`config.mk`:
```
export PLATFORM = sky130hd
export DESIGN_NAME = pong_physics
export DESIGN_NICKNAME = d
export VERILOG_FILES = /design/src/rtl/pong_physics.sv
export SDC_FILE = /design/constraint.sdc
export NUM_CORES = 1
export LEC_CHECK = 0
export ABC_AREA = 1
export CORE_MARGIN = 4
export CORE_UTILIZATION = 45
export DETAILED_ROUTE_END_ITERATION = 6
export HOLD_SLACK_MARGIN = 0.06
export PLACE_DENSITY_LB_ADDON = 0.25
export SKIP_CTS_REPAIR_TIMING = 1
export SLEW_MARGIN = 5
export SYNTH_ARGS = -nofsm -noshare
export SYNTH_HDL_FRONTEND = slang
export SYNTH_SLANG_ARGS = --single-unit
```
`constraint.sdc`:
```
create_clock -name clk -period 6.85 [get_ports clk]
set_clock_uncertainty 0.05 [all_clocks]
set_input_delay 1.37 -clock clk [delete_from_list [all_inputs] [get_ports clk]]
set_output_delay 1.37 -clock clk [all_outputs]
set_load 0.01 [all_outputs]
```
`src/rtl/pong_physics.sv`:
```
// pong_physics: ball and paddle motion engine for the Pong datapath.
// All motion advances on tick cycles while stop is low; outputs are registered.
// Optional build macro SPEEDUP_EN: the ball step grows by one on every 4th
// paddle hit (up to BALL_STEP+3) and falls back to BALL_STEP when a point is lost.
module pong_physics #(
    parameter int H_RES       = 640,
    parameter int V_RES       = 480,
    parameter int BALL_SIZE   = 8,
    parameter int PADDLE_H    = 64,
    parameter int PADDLE_W    = 8,
    parameter int P1_X        = 16,
    parameter int P2_X        = 616,
    parameter int PADDLE_STEP = 4,
    parameter int BALL_STEP   = 2
) (
    input  logic       clk,
    input  logic       rst,
    input  logic       tick,
    input  logic       stop,
    input  logic       serve,
    input  logic       up1,
    input  logic       down1,
    input  logic       up2,
    input  logic       down2,
    output logic [9:0] ball_x,
    output logic [9:0] ball_y,
    output logic [9:0] paddle1_y,
    output logic [9:0] paddle2_y,
    output logic       miss1,
    output logic       miss2,
    output logic       hit
);

    typedef enum logic [1:0] {
        ST_IDLE   = 2'd0,
        ST_MOVE   = 2'd1,
        ST_MISSED = 2'd2
    } state_t;

    localparam logic [9:0] BALL_X0     = 10'((H_RES - BALL_SIZE) / 2);
    localparam logic [9:0] BALL_Y0     = 10'((V_RES - BALL_SIZE) / 2);
    localparam logic [9:0] PAD_Y0      = 10'((V_RES - PADDLE_H) / 2);
    localparam logic [9:0] PAD_MAX     = 10'(V_RES - PADDLE_H);
    localparam logic [9:0] PAD_STEP_V  = 10'(PADDLE_STEP);
    localparam logic [9:0] X_MAX       = 10'(H_RES - BALL_SIZE);
    localparam logic [9:0] P1_BOUNCE_X = 10'(P1_X + PADDLE_W);
    localparam logic [9:0] P2_BOUNCE_X = 10'(P2_X - BALL_SIZE);
    localparam logic [2:0] STEP_BASE   = 3'(BALL_STEP);

    localparam logic signed [10:0] X_MAX_S  = 11'(H_RES - BALL_SIZE);
    localparam logic signed [10:0] Y_MAX_S  = 11'(V_RES - BALL_SIZE);
    localparam logic signed [10:0] P1_X_S   = 11'(P1_X);
    localparam logic signed [10:0] P2_X_S   = 11'(P2_X);
    localparam logic signed [10:0] PAD_W_S  = 11'(PADDLE_W);
    localparam logic signed [10:0] PAD_H_S  = 11'(PADDLE_H);
    localparam logic signed [10:0] BALL_S_S = 11'(BALL_SIZE);

    // Paddle position after one step; opposing keys cancel, travel saturates.
    function automatic logic [9:0] paddle_next(input logic [9:0] pos,
                                               input logic up,
                                               input logic down);
        logic [9:0] res;
        if (up && !down) begin
            if (pos < PAD_STEP_V) res = 10'd0;
            else                  res = pos - PAD_STEP_V;
        end else if (down && !up) begin
            if (pos > PAD_MAX - PAD_STEP_V) res = PAD_MAX;
            else                            res = pos + PAD_STEP_V;
        end else begin
            res = pos;
        end
        return res;
    endfunction

    // True when the intervals [a, a+a_len) and [b, b+b_len) share any pixel.
    function automatic logic spans(input logic signed [10:0] a,
                                   input logic signed [10:0] a_len,
                                   input logic signed [10:0] b,
                                   input logic signed [10:0] b_len);
        return (a < b + b_len) && (b < a + a_len);
    endfunction

    state_t             state_r, state_n_s;
    logic [9:0]         ball_x_r, ball_x_n_s;
    logic [9:0]         ball_y_r, ball_y_n_s;
    logic [9:0]         pad1_r, pad1_n_s;
    logic [9:0]         pad2_r, pad2_n_s;
    logic               dx_pos_r, dx_pos_n_s;
    logic               dy_pos_r, dy_pos_n_s;
    logic               miss1_r, miss1_n_s;
    logic               miss2_r, miss2_n_s;
    logic               hit_r, hit_n_s;
    logic               move_s;
    logic [2:0]         step_s;
    logic signed [10:0] step_x_s;
    logic signed [10:0] nx_s;
    logic signed [10:0] ny_s;
    logic signed [10:0] y_new_s;
    logic signed [10:0] pad1_ext_s;
    logic signed [10:0] pad2_ext_s;

    assign move_s     = tick && !stop;
    assign step_x_s   = signed'({8'd0, step_s});
    assign nx_s       = signed'({1'b0, ball_x_r}) + (dx_pos_r ? step_x_s : -step_x_s);
    assign ny_s       = signed'({1'b0, ball_y_r}) + (dy_pos_r ? step_x_s : -step_x_s);
    assign pad1_ext_s = signed'({1'b0, pad1_r});
    assign pad2_ext_s = signed'({1'b0, pad2_r});

`ifdef SPEEDUP_EN
    logic [2:0] hit_cnt_r;
    logic [2:0] step_r;
    logic [2:0] hit_cnt_inc_s;
    logic       miss_entry_s;

    localparam logic [2:0] STEP_MAX = 3'(BALL_STEP + 3);

    assign hit_cnt_inc_s = hit_cnt_r + 3'd1;
    assign miss_entry_s  = (state_n_s == ST_MISSED) && (state_r != ST_MISSED);
    assign step_s        = step_r;

    // Count paddle hits and raise the ball step on every 4th; a lost point restarts both.
    always_ff @(posedge clk or posedge rst) begin
        if (rst) begin
            hit_cnt_r <= 3'd0;
            step_r    <= STEP_BASE;
        end else if (miss_entry_s) begin
            hit_cnt_r <= 3'd0;
            step_r    <= STEP_BASE;
        end else if (hit_n_s) begin
            hit_cnt_r <= hit_cnt_inc_s;
            if ((hit_cnt_inc_s[1:0] == 2'b00) && (step_r < STEP_MAX)) begin
                step_r <= step_r + 3'd1;
            end else begin
                step_r <= step_r;
            end
        end else begin
            hit_cnt_r <= hit_cnt_r;
            step_r    <= step_r;
        end
    end
`else
    assign step_s = STEP_BASE;
`endif

    // Next-state logic: paddle steps, ball move with wall/paddle/miss resolution, pulses.
    always_comb begin
        state_n_s  = state_r;
        ball_x_n_s = ball_x_r;
        ball_y_n_s = ball_y_r;
        dx_pos_n_s = dx_pos_r;
        dy_pos_n_s = dy_pos_r;
        pad1_n_s   = pad1_r;
        pad2_n_s   = pad2_r;
        miss1_n_s  = 1'b0;
        miss2_n_s  = 1'b0;
        hit_n_s    = 1'b0;
        y_new_s    = ny_s;

        if (move_s) begin
            pad1_n_s = paddle_next(pad1_r, up1, down1);
            pad2_n_s = paddle_next(pad2_r, up2, down2);
        end else begin
            pad1_n_s = pad1_r;
            pad2_n_s = pad2_r;
        end

        case (state_r)
            ST_IDLE: begin
                ball_x_n_s = BALL_X0;
                ball_y_n_s = BALL_Y0;
                if (serve) state_n_s = ST_MOVE;
                else       state_n_s = ST_IDLE;
            end
            ST_MOVE: begin
                if (move_s) begin
                    // Walls first so the paddle test sees the clamped height.
                    if (ny_s <= 11'sd0) begin
                        y_new_s    = 11'sd0;
                        dy_pos_n_s = 1'b1;
                    end else if (ny_s >= Y_MAX_S) begin
                        y_new_s    = Y_MAX_S;
                        dy_pos_n_s = 1'b0;
                    end else begin
                        y_new_s = ny_s;
                    end
                    ball_y_n_s = y_new_s[9:0];

                    // Paddle contact wins over a miss on the same tick.
                    if (!dx_pos_r && spans(nx_s, BALL_S_S, P1_X_S, PAD_W_S)
                                  && spans(y_new_s, BALL_S_S, pad1_ext_s, PAD_H_S)) begin
                        ball_x_n_s = P1_BOUNCE_X;
                        dx_pos_n_s = 1'b1;
                        hit_n_s    = 1'b1;
                    end else if (dx_pos_r && spans(nx_s, BALL_S_S, P2_X_S, PAD_W_S)
                                          && spans(y_new_s, BALL_S_S, pad2_ext_s, PAD_H_S)) begin
                        ball_x_n_s = P2_BOUNCE_X;
                        dx_pos_n_s = 1'b0;
                        hit_n_s    = 1'b1;
                    end else if (nx_s <= 11'sd0) begin
                        // Player 2 scored; relaunch toward player 2.
                        ball_x_n_s = 10'd0;
                        dx_pos_n_s = 1'b1;
                        miss1_n_s  = 1'b1;
                        state_n_s  = ST_MISSED;
                    end else if (nx_s >= X_MAX_S) begin
                        ball_x_n_s = X_MAX;
                        dx_pos_n_s = 1'b0;
                        miss2_n_s  = 1'b1;
                        state_n_s  = ST_MISSED;
                    end else begin
                        ball_x_n_s = nx_s[9:0];
                    end
                end else begin
                    ball_x_n_s = ball_x_r;
                    ball_y_n_s = ball_y_r;
                end
            end
            ST_MISSED: begin
                if (serve) begin
                    ball_x_n_s = BALL_X0;
                    ball_y_n_s = BALL_Y0;
                    state_n_s  = ST_MOVE;
                end else begin
                    state_n_s = ST_MISSED;
                end
            end
            default: begin
                state_n_s  = ST_IDLE;
                ball_x_n_s = BALL_X0;
                ball_y_n_s = BALL_Y0;
            end
        endcase
    end

    // State, position, direction and pulse registers.
    always_ff @(posedge clk or posedge rst) begin
        if (rst) begin
            state_r  <= ST_IDLE;
            ball_x_r <= BALL_X0;
            ball_y_r <= BALL_Y0;
            pad1_r   <= PAD_Y0;
            pad2_r   <= PAD_Y0;
            dx_pos_r <= 1'b1;
            dy_pos_r <= 1'b1;
            miss1_r  <= 1'b0;
            miss2_r  <= 1'b0;
            hit_r    <= 1'b0;
        end else begin
            state_r  <= state_n_s;
            ball_x_r <= ball_x_n_s;
            ball_y_r <= ball_y_n_s;
            pad1_r   <= pad1_n_s;
            pad2_r   <= pad2_n_s;
            dx_pos_r <= dx_pos_n_s;
            dy_pos_r <= dy_pos_n_s;
            miss1_r  <= miss1_n_s;
            miss2_r  <= miss2_n_s;
            hit_r    <= hit_n_s;
        end
    end

    assign ball_x    = ball_x_r;
    assign ball_y    = ball_y_r;
    assign paddle1_y = pad1_r;
    assign paddle2_y = pad2_r;
    assign miss1     = miss1_r;
    assign miss2     = miss2_r;
    assign hit       = hit_r;

endmodule

```
==> results of run 1 <==
worst max-delay path, delay by kind of cell (launching register included):
family / cells / cell delay [ns]
AND/OR/NAND/NOR: 18 / 1.93
flip-flops: 1 / 0.57
adder cells (fa/ha/maj): 2 / 0.73
buffers and inverters: 4 / 0.58
AO/OA/AOI/OAI: 4 / 0.82
worst min path at each step:
stage,startpoint,to,slack [ns]
global placement,state_r[0]$_DFFE_PP0P_,state_r[0]$_DFFE_PP0P_,0.44
CTS,dx_pos_r$_DFFE_PP1P_,dx_pos_r$_DFFE_PP1P_,0.45
floorplan,dx_pos_r$_DFFE_PP1P_,dx_pos_r$_DFFE_PP1P_,0.41
detailed placement,dx_pos_r$_DFFE_PP1P_,dx_pos_r$_DFFE_PP1P_,0.44
global route,dx_pos_r$_DFFE_PP1P_,dx_pos_r$_DFFE_PP1P_,0.49
finish,dx_pos_r$_DFFE_PP1P_,dx_pos_r$_DFFE_PP1P_,0.45
state kept, by name, summed over array words and instances (netlist names):
name,count
paddle2_y,8
miss2,1
dx_pos_r,1
hit,1
miss1,1
state_r,2
ball_x,9
dy_pos_r,1
ball_y,10
paddle1_y,8
Yosys cell counts (4+ instances only):
master      n
nand2_1   162
inv_1      99
ha_1       65
nor2_1     64
a21oi_1    51
nand3_1    43
o21ai_0    27
dfrtp_1    24
dfstp_2    18
xor2_1     18
nand4_1    14
nor3_1     13
nand2_2     9
xnor2_1     9
a211oi_1    7
a21oi_2     7
inv_2       7
clkinv_1    6
buf_4       5
clkbuf_1    5
a22oi_1     4
nand2_4     4
o22ai_1     4
metal layers:
layer  GRT usage  share of wire  vias up
met4     0.05369          0.014        0
met2      0.3357           0.46      123
met5           0              0        -
met1      0.2672           0.47     2174
li1            -              -     2420
met3     0.03422          0.047       18
final cells by class:
| cell class | count | area share |
|---|---|---|
| Clock buffer | 6 | 0.01279 |
| Clock inverter | 2 | 0.006614 |
| Inverter | 113 | 0.07518 |
| Multi-Input combinational cell | 555 | 0.6030 |
| Sequential cell | 42 | 0.1892 |
| Tap cell | 140 | 0.03086 |
| Timing Repair Buffer | 47 | 0.08245 |
logic make-up after synthesis:
logic type / synth area share
other cells: 0.001516
fa+ha+maj: 0.1722
xor+xnor: 0.05985
simple gates: 0.3114
buf+inv: 0.09950
flops: 0.2167
compound gates: 0.1389
per-stage QoR:
stage,setup WS [ns],instances,area (µm²)
global route,1.474,905,5675
floorplan,2.857,722,4989
global placement,2.121,897,5565
detailed placement,2.001,897,5565
CTS,1.982,905,5675
finish,2.034,905,5675
==> impl_metrics.ini, run 1 <==
[global_routing]
antenna_found_initial = 0
overflow = 0
grt_usage = 0.2002
first_global_vias = 4640
grt_max_degree = 43
grt_pass1_wl_um = 21330

[floorplanning]
rows = 38
coreArea_um2 = 10790
die_area_um2 = 12750
ios = 52
die_y_um = 112.9
die_w_um = 112.9
start_util = 0.4591

[sta]
fin_crit_sh = 0.7030
rsz0062_at_grt = false
max_slew_margin = 0.5109
max_freq_ghz = 0.2076
post-route-min-period_ns = 4.816
worstMarginPinSlew_ns = 0.7310
hold_ws_ns = 0.4491
maxSlewViolCount = 0
setup_viol = 0
setup_tns_ns = 0
hold_viol = 0

[finish]
synthToLayoutAreaGrowth_pct = 14.55
final_common_cell = nand2_1
layout-drive-gt1-share = 0.09542
multi_input_area_um2 = 3422
n_fill_cell = 1048
seq_area_um2 = 1074
final_core_util = 0.5259
nNetsFinal = 840
n_antenna_cell = 0
mostFrequentLayoutCells = nand2_1, inv_1, ha_1, nor2_1, a21oi_1

[routing]
vias_per_cell = 5.232
dr.pass1.iters = 5
drtIter0Drc = 187
vias = 4735
drcViolationCount = 0
antenna_left = 0
wirelength_um = 12640
wl_per_cell_um = 13.96

[yosys]
synth-edff-count = 0
yosys_warnings = 0
synth_top_area_frac = 0.1641
synthFlopType = dfrtp_1
yosysTopAreaCell = ha_1
ys_async_sr_fraction = 1.000
ys_seq_area_frac = 0.2167
synth_cells = 713
netlist_top_cells_area = ha_1, nand2_1, dfrtp_1, dfstp_2, inv_1
syn_avg_cell_area_um2 = 6.949
syn_area_um2 = 4955
synth-seq-cells = 42
synth_cell_type_count = 50

[worst_setup_path]
worstPathArrival_ns = 4.97
crit_path_end_kind = flop
start_kind = flop
worst_path_max_delay_cell = dfstp_2
endpoint = ball_x[6]$_DFFE_PP0P_
r2r_slack_ns = 2.03
setup.worst_path.start = dy_pos_r$_DFFE_PP1P_
rr_worst_depth = 28
reg2reg_to = ball_x[6]$_DFFE_PP0P_
cpPeakStageDelay_ns = 0.57
cp_common_cell = nand2_1
worstPathRequired_ns = 7.01
critPathMaxFanout = 9
r2r-start = dy_pos_r$_DFFE_PP1P_
crit_type = flop to flop

[cts]
cts_root_buf = clkbuf_8
cts_buffer_depth = 2
cts.clk_slew.worst_paths_ns = 0.09
numCtsBuffers = 5
cts_tree = built
clk_latency_ns = 0.30
cts_max_level = 2
cts.sinks = 42

[placement]
hpwl_um = 10160
gp_congestion = 0.9084
io_buffers = 46

[job]
cap_violations = 0

[hold_path]
hp-class = flop to flop
hold_depth = 2

[status]
outcome = complete, no violations
Power of run 1 is not shown: default switching activity piles up to over one toggle a cycle in this logic, so the estimate is an artifact.
==> run 2, diff against run 1 <==
Clock period 6.85 ns to 3.9 ns, I/O delays scaled along.
==> impl_metrics.ini, run 2 (synthesis gave the netlist of run 1 again) <==
[status]
outcome = finished with violations
violations = negative setup slack

[finish]
n_fill_cell = 942
largest_reg_flops = 10
final_core_util = 0.6079
multi_input_area_um2 = 3835
final_common_cell = nand2_1
nNetsFinal = 900
layout-drive-gt1-share = 0.2448
synthToLayoutAreaGrowth_pct = 32.42
mostFrequentLayoutCells = nand2_1, inv_1, nor2_1, buf_4, ha_1
seq_area_um2 = 1074
n_antenna_cell = 0

[global_routing]
grt_pass1_wl_um = 22580
antenna_found_initial = 0
grt_use_met1 = 0.2844
grt_util_met3 = 0.02406
grt_max_degree = 27
overflow = 0
top_usage_layer = met2
first_global_vias = 4860
use_met2 = 0.3701
grt_usage = 0.2134

[sta]
setup_tns_ns = -2.225
max_slew_margin = 0.5666
hold_ws_ns = 0.4632
worstMarginPinSlew_ns = 0.6461
rsz0062_at_grt = true
fin_ws_ns = -0.2038
maxSlewViolCount = 0
fin_crit_sh = 1.052
setup_viol = 15
post-route-min-period_ns = 4.104
max_freq_ghz = 0.2437
hold_viol = 0

[job]
cap_violations = 0

[worst_setup_path]
worstPathRequired_ns = 4.09
crit_type = flop to flop
cp_common_cell = nand2_2
rr_worst_depth = 28
crit_path_end_kind = flop
reg2reg_to = dx_pos_r$_DFFE_PP1P_
r2r-start = dy_pos_r$_DFFE_PP1P_
worst_path_max_delay_cell = dfstp_2
r2r_slack_ns = -0.20
critPathMaxFanout = 6
cpPeakStageDelay_ns = 0.60
start_kind = flop
worstPathArrival_ns = 4.29

[routing]
drtIter0Drc = 193
dr.pass1.iters = 4
wirelength_um = 14330
vias_per_cell = 5.246
antenna_left = 0
drcViolationCount = 0
vias = 5062
wl_per_cell_um = 14.85

[hold_path]
holdPathEnd = state_r[0]$_DFFE_PP0P_
min-delay-start = state_r[0]$_DFFE_PP0P_
hold_depth = 3
hp-class = flop to flop

[placement]
place_ws_ns = -0.2169
io_buffers = 46
gp_congestion = 0.9051
hpwl_um = 10960

[cts]
numCtsBuffers = 5
cts_root_buf = clkbuf_8
cts_buffer_depth = 2
cts_tree = built
cts.clk_slew.worst_paths_ns = 0.09
cts.sinks = 42
cts_max_level = 2
clk_latency_ns = 0.30

[floorplanning]
die_y_um = 112.9
coreArea_um2 = 10790
die_area_um2 = 12750
start_util = 0.4591
rows = 38
die_w_um = 112.9
ios = 52
[run 2: stage by stage]
| step | cells | cell area, µm² |
|---|---|---|
| after floorplan | 722 | 4991 |
| after global placement | 944 | 5921 |
| after detailed placement | 944 | 5921 |
| after CTS | 952 | 6031 |
| after global routing | 965 | 6561 |
| final | 965 | 6561 |
[run 2: worst max-delay path by stage]
stage / slack (ns) / to / from / depth (start not counted)
4_1_cts: -0.24 / ball_x[6]$_DFFE_PP0P_ / dy_pos_r$_DFFE_PP1P_ / 31
6_report: -0.20 / dx_pos_r$_DFFE_PP1P_ / dy_pos_r$_DFFE_PP1P_ / 28
3_3_place_gp: -0.17 / ball_x[6]$_DFFE_PP0P_ / dy_pos_r$_DFFE_PP1P_ / 31
3_5_place_dp: -0.22 / ball_x[6]$_DFFE_PP0P_ / dy_pos_r$_DFFE_PP1P_ / 31
5_1_grt: -0.45 / dx_pos_r$_DFFE_PP1P_ / dy_pos_r$_DFFE_PP1P_ / 30
2_1_floorplan: -0.008 / ball_x[6]$_DFFE_PP0P_ / dy_pos_r$_DFFE_PP1P_ / 28
[run 2: metal layers]
metal,vias up,share of wire
li1,2540,-
met1,2371,0.45
met2,122,0.49
met3,29,0.040
met4,0,0.019
met5,-,0
[run 2: area by class of cell]
class                           instances  area share
Sequential cell                        42      0.1636
Clock inverter                          2    0.005721
Tap cell                              140     0.02670
Multi-Input combinational cell        556      0.5845
Timing Repair inverter                  1    0.001144
Clock buffer                            6     0.01106
Timing Repair Buffer                  105      0.1394
Inverter                              113     0.06789
[run 2: worst max-delay path, delay by kind of cell, from the launching register on]
kind                       cells  cell delay (ns)
AOI/OAI and AO/OA              2             0.43
buffers and inverters          4             0.56
DFF                            1             0.60
adders and majority gates      2             0.54
and+or+nand+nor               19             1.57
xor gates and xnor gates       1             0.28
Power of run 2 is left out for the same reason.
